## config.mk

```make
export PLATFORM = sky130hd
export DESIGN_NAME = tlb_op_ctrl
export DESIGN_NICKNAME = d
export VERILOG_FILES = /design/src/rtl/tlb_op_ctrl.sv
export SDC_FILE = /design/constraint.sdc
export NUM_CORES = 1
export LEC_CHECK = 0
export ABC_AREA = 1
export BUFFER_PORTS_ARGS = -buffer_cell sky130_fd_sc_hd__buf_2
export CORE_AREA = 5 5 191 193
export DETAILED_ROUTE_END_ITERATION = 8
export DIE_AREA = 0 0 196 198
export GPL_TIMING_DRIVEN = 1
export PLACE_DENSITY = 0.48
export SKIP_CTS_REPAIR_TIMING = 1
export SLEW_MARGIN = 25
export SYNTH_ARGS = -nofsm -noshare
export SYNTH_HDL_FRONTEND = slang
export SYNTH_SLANG_ARGS = --single-unit
```

## constraint.sdc

```tcl
create_clock -name clk -period 1.3 [get_ports clk]
set_input_delay 0.065 -clock clk [delete_from_list [all_inputs] [get_ports clk]]
set_output_delay 0.065 -clock clk [all_outputs]
set_load 0.05 [all_outputs]
```

## src/rtl/tlb_op_ctrl.sv

```systemverilog
// TLB instruction sequencer (TLBP/TLBR/TLBWI/TLBWR) and CP0 Random counter.
// Optional: define TLB_OP_PROBE_TIMEOUT_EN to add a probe-grant timeout and the probe_timeout port.
module tlb_op_ctrl #(
    parameter int TLB_ENTRIES = 16,
    parameter int IDX_W       = 4
) (
    input  logic             clk,
    input  logic             rst,
    input  logic             op_valid,
    output logic             op_ready,
    input  logic [1:0]       op_type,
    input  logic             flush,
    input  logic [31:0]      cp0_index,
    input  logic [IDX_W-1:0] cp0_wired,
    input  logic             wired_we,
    input  logic [31:0]      cp0_entryhi,
    input  logic [31:0]      cp0_entrylo0,
    input  logic [31:0]      cp0_entrylo1,
    output logic             tlb_we,
    output logic [IDX_W-1:0] tlb_idx,
    output logic [31:0]      tlb_wdata_hi,
    output logic [31:0]      tlb_wdata_lo0,
    output logic [31:0]      tlb_wdata_lo1,
    input  logic [31:0]      tlb_rdata_hi,
    input  logic [31:0]      tlb_rdata_lo0,
    input  logic [31:0]      tlb_rdata_lo1,
    output logic             probe_req,
    output logic [18:0]      probe_vpn2,
    output logic [7:0]       probe_asid,
    input  logic             probe_grant,
    input  logic             probe_hit,
    input  logic [IDX_W-1:0] probe_hit_idx,
    output logic             done_valid,
    output logic             done_index_we,
    output logic [31:0]      done_index,
    output logic             done_entry_we,
    output logic [31:0]      done_entryhi,
    output logic [31:0]      done_entrylo0,
    output logic [31:0]      done_entrylo1,
`ifdef TLB_OP_PROBE_TIMEOUT_EN
    output logic             probe_timeout,
`endif
    output logic [IDX_W-1:0] random
);

    localparam logic [IDX_W-1:0] MAX_IDX = IDX_W'(TLB_ENTRIES - 1);
    localparam logic [1:0] OP_TLBP  = 2'b00;
    localparam logic [1:0] OP_TLBR  = 2'b01;
    localparam logic [1:0] OP_TLBWI = 2'b10;
    localparam logic [1:0] OP_TLBWR = 2'b11;

    typedef enum logic [2:0] {
        IDLE,
        WRITE,
        READ,
        PROBE_REQ,
        PROBE_WAIT,
        DONE
    } state_t;

    state_t state;
    logic   accept;

    // Index bits above IDX_W and the EntryHi gap bits are intentionally ignored.
    logic unused_bits;
    assign unused_bits = ^{cp0_index[31:IDX_W], cp0_entryhi[12:8]};

    assign accept = op_valid && op_ready && !flush;

    // Random reloads to the top entry and never wanders below Wired.
    always_ff @(posedge clk) begin
        if (!rst) begin
            random <= MAX_IDX;
        end else if (wired_we || (cp0_wired >= MAX_IDX) || (random <= cp0_wired)) begin
            random <= MAX_IDX;
        end else begin
            random <= random - 1'b1;
        end
    end

    // TLB read data lands in DONE, so the read result is steered straight from the array.
    assign done_entryhi  = done_entry_we ? tlb_rdata_hi  : 32'd0;
    assign done_entrylo0 = done_entry_we ? tlb_rdata_lo0 : 32'd0;
    assign done_entrylo1 = done_entry_we ? tlb_rdata_lo1 : 32'd0;

`ifdef TLB_OP_PROBE_TIMEOUT_EN
    logic [7:0] probe_cnt;
`endif

    always_ff @(posedge clk) begin
        if (!rst) begin
            state         <= IDLE;
            op_ready      <= 1'b1;
            tlb_we        <= 1'b0;
            tlb_idx       <= '0;
            tlb_wdata_hi  <= 32'd0;
            tlb_wdata_lo0 <= 32'd0;
            tlb_wdata_lo1 <= 32'd0;
            probe_req     <= 1'b0;
            probe_vpn2    <= 19'd0;
            probe_asid    <= 8'd0;
            done_valid    <= 1'b0;
            done_index_we <= 1'b0;
            done_index    <= 32'd0;
            done_entry_we <= 1'b0;
`ifdef TLB_OP_PROBE_TIMEOUT_EN
            probe_cnt     <= 8'd0;
            probe_timeout <= 1'b0;
`endif
        end else begin
            case (state)
                IDLE: begin
                    if (accept) begin
                        op_ready <= 1'b0;
                        case (op_type)
                            OP_TLBP: begin
                                probe_req  <= 1'b1;
                                probe_vpn2 <= cp0_entryhi[31:13];
                                probe_asid <= cp0_entryhi[7:0];
                                state      <= PROBE_REQ;
                            end
                            OP_TLBR: begin
                                tlb_idx <= cp0_index[IDX_W-1:0];
                                state   <= READ;
                            end
                            OP_TLBWI, OP_TLBWR: begin
                                tlb_we        <= 1'b1;
                                tlb_idx       <= (op_type == OP_TLBWR) ? random
                                                                        : cp0_index[IDX_W-1:0];
                                tlb_wdata_hi  <= cp0_entryhi;
                                tlb_wdata_lo0 <= cp0_entrylo0;
                                tlb_wdata_lo1 <= cp0_entrylo1;
                                state         <= WRITE;
                            end
                            default: state <= IDLE;
                        endcase
                    end
                end

                // A started write is committed regardless of flush.
                WRITE: begin
                    tlb_we     <= 1'b0;
                    done_valid <= 1'b1;
                    state      <= DONE;
                end

                READ: begin
                    if (flush) begin
                        op_ready <= 1'b1;
                        state    <= IDLE;
                    end else begin
                        done_valid    <= 1'b1;
                        done_entry_we <= 1'b1;
                        state         <= DONE;
                    end
                end

                PROBE_REQ: begin
                    if (flush) begin
                        probe_req <= 1'b0;
                        op_ready  <= 1'b1;
                        state     <= IDLE;
`ifdef TLB_OP_PROBE_TIMEOUT_EN
                        probe_cnt <= 8'd0;
`endif
                    end else if (probe_grant) begin
                        probe_req <= 1'b0;
                        state     <= PROBE_WAIT;
`ifdef TLB_OP_PROBE_TIMEOUT_EN
                        probe_cnt <= 8'd0;
`endif
                    end
`ifdef TLB_OP_PROBE_TIMEOUT_EN
                    else if (probe_cnt == 8'd254) begin
                        probe_req     <= 1'b0;
                        probe_cnt     <= 8'd0;
                        probe_timeout <= 1'b1;
                        done_valid    <= 1'b1;
                        done_index_we <= 1'b1;
                        done_index    <= 32'h8000_0000;
                        state         <= DONE;
                    end else begin
                        probe_cnt <= probe_cnt + 8'd1;
                    end
`endif
                end

                PROBE_WAIT: begin
                    if (flush) begin
                        op_ready <= 1'b1;
                        state    <= IDLE;
                    end else begin
                        done_valid    <= 1'b1;
                        done_index_we <= 1'b1;
                        done_index    <= probe_hit ? {{(32-IDX_W){1'b0}}, probe_hit_idx}
                                                   : 32'h8000_0000;
                        state         <= DONE;
                    end
                end

                DONE: begin
                    done_valid    <= 1'b0;
                    done_index_we <= 1'b0;
                    done_entry_we <= 1'b0;
                    op_ready      <= 1'b1;
                    state         <= IDLE;
`ifdef TLB_OP_PROBE_TIMEOUT_EN
                    probe_timeout <= 1'b0;
`endif
                end

                default: begin
                    op_ready <= 1'b1;
                    state    <= IDLE;
                end
            endcase
        end
    end

endmodule

```

==> impl_results.md <==
* Synth top area share at between 40% and 50%
* Largest family of logic cells by synthesized area: simple AND/OR/NAND/NOR gates
* Die width at 196 µm
* Post-synthesis xor/xnor area fraction at 0.2754%
* Worst Setup Start Kind: flop
* Total GRT Usage at a little over an eighth
* Met2 Wirelength at between 15,000 and 20,000 µm
* Worst reg-to-reg setup slack at -160 ps
* Most frequent cells in the layout: buf_2 (352), nor2_1 (245), dfxtp_1 (137), o21ai_2 (108), buf_6 (105)
* Max H-tree Level at 4
* Met1 Wirelength at 12,460 µm
* Final nets at 1,784
* DP HPWL at 21,660 µm
* Peak supply drop at 0.001097 V
* Vias at between 8,000 and 9,000
* Vias in the first global route at 7,114
* Minimum clock period at 1540 ps
* Remaining antenna violation count after routing at 0
* Post-synthesis cell type count at 29
* Synth Area in Adders at 0.9835%
* Die footprint at 38,810 µm²
* Setup Skew at 9.983 ps
* Crit path arrival time at 1470 ps
* Setup WS post-layout at -239.6 ps
* Top post-synthesis cells by area: dfxtp_1 (46%), nor2_1 (16%), o21ai_0 (7.6%)
* Mean Syn Cell Area at 6.899 µm²
* Clock Latency Late Sink at between 400 and 500 ps
* Synthesis warning total at 0
* Fraction of layout cells with a size suffix above 1 at between 50% and 60%
* FF-to-FF End: tlb_wdata_hi[8]
* CTS tree: yes
* First-pass GRT wire length at 39,560 µm
* Clock buffer depth at 2
* # IOs at 506
* Met3 WL at 2478 µm
* Depth of the worst register-to-register path at 10
* Sequential element share of the synthesized area at 45.63%
* Fin. Hold Viols at 1
* Synth area leader: dfxtp_1
* Grt ovf at 0
* Share of the clock period used by the worst path at 118.4%
* Max cap viols at 0
* Root Buffer: clkbuf_16
* Cells after synthesis at 922
* Synth Area in Simple Gates at 26.24%
* Setup TNS at -29,770 ps
* Synth Register Bits at 145
* RR Startpoint: state[0]
* Fill cells at approximately 3,400
* Min-Delay Path Class: input port to flop
* Multi-input gate area at around 3400 µm²
* Largest net degree at the start of global routing at 68
* Initial antenna violation count at 3
* Core Region at 34,370 µm²
* Syn-to-layout area delta at 115.5%
* Power Dens Cells at 1028 nW/µm²
* RSZ-0062 raised after global routing: yes
* Cts bufs inserted at 17
* Initial Util at a little under a fifth
* Register area at 2925 µm²
* Overall Power at 14.09 mW
* Outcome: finished with violations
* Placed insts at 1,833
* CP endpoint kind: output port
* GP Congestion at just under 0.9
* Synthesized area at 6361 µm²
* Ant diodes at 0
* Crit Path Max Fanout at 11
* CP Data Required Time at approximately 1200 ps
* Final Util at 39.89%
* Non-Filler Instances at 2,006
* Max-slew violation count at 0
* CP Capture Point: done_entryhi[5]
* Initial DRC count at 194
* # clock sinks at 145
* Leakage at roughly 6 nW
* Highest Signal Layer: met5
* Vias per inst at around 4
* Setup CP Type: flop to output port
* Drt pass-1 iters at 4
* Worst slew pin tran at 502.4 ps
* WL/cell at 16.36 µm
* Compound-gate portion of the synthesized area at 11.98%
* Hold WS at -5.412 ps
* Commonest non-fill, non-tap cell in the layout: buf_2
* Worst setup path startpoint: done_entry_we
* Multiplexer area fraction after synthesis at 0%
* Failing checks: negative hold slack, negative setup slack
* Die height at 198 µm
* Fmax achieved at 649.5 MHz
* Detailed-route wire length at around 33,000 µm
* IO Port Bufs at 450
* Row cnt at 68
* Setup violators final at 222
* Slew headroom at 66.51%
* Clk slew on worst S/H paths at 70 ps
* Residual DRC at 0
## cell type report
type | instances | area share (%)
clock inverter | 15 | 1.059
timing repair buffer | 649 | 39.49
inverter | 120 | 5.877
clock buffer | 17 | 3.103
tap | 455 | 4.152
multi-input combinational | 605 | 24.99
sequential | 145 | 21.34
## flip-flops by register name, indices dropped and copies added, names as in the netlist, 4 cells and up
register / cells
probe_asid: 8
tlb_wdata_hi: 32
tlb_wdata_lo0: 32
done_index: 5
probe_vpn2: 19
random: 4
tlb_idx: 4
tlb_wdata_lo1: 32
## worst min path at each step
stage | from | endpoint | cells after the start
6_report | probe_grant | state[1] | 4
5_1_grt | probe_grant | state[1] | 4
4_1_cts | cp0_entryhi[8] | tlb_wdata_hi[8] | 3
3_5_place_dp | cp0_entryhi[11] | tlb_wdata_hi[11] | 3
3_3_place_gp | probe_hit_idx[3] | done_index[3] | 3
2_1_floorplan | cp0_entryhi[25] | tlb_wdata_hi[25] | 2
## synthesized netlist by cell type, drive strengths merged
cell      n
nand2   127
nand4     2
dfxtp   145
xor2      1
nor3      2
inv     119
clkbuf   30
buf      48
ha        5
o211a     1
xnor2     1
a22oi     4
clkinv    1
o21ai   136
nor2    278
conb      1
a21oi     6
o211ai    1
nand3    14
## metal layers
| metal | global-route usage (%) | vias to the layer above |
|---|---|---|
| met4 | 3.957 | 4 |
| li1 | - | 4006 |
| met2 | 23.74 | 321 |
| met1 | 13.85 | 3692 |
| met5 | 0 | - |
| met3 | 5.326 | 43 |
## per-stage QoR
stage	setup slack [ps]	cell area, µm²
final	-239.6	13710
after global routing	-304.9	13710
after CTS	-384.2	10380
after detailed placement	-161.3	9811
after global placement	-140.1	9811
after floorplan	-167.9	6859
## kinds of logic (layout without fill, tap and decap cells)
logic type / count (synthesis) / in the layout
xor gates and xnor gates: 2 / 2
other: 1 / 27
adders and majority gates: 5 / 5
DFF: 145 / 145
buffers and inverters: 198 / 801
AOI/OAI and AO/OA: 148 / 148
and+or+nand+nor: 423 / 423
## where the power goes
part / internal [mW] / switching (mW)
Sequential: 4.74 / 0.167
Combinational: 1.61 / 2.75
Clock: 2.55 / 2.27
## critical path, stage by stage, from the launching register on
cell	delay, ps
dfxtp_4	360
buf_12	140
clkbuf_16	180
nand2_2	100
clkinvlp_4	100
buf_6	150
No activity file was read; power rests on OpenSTA's default activity.
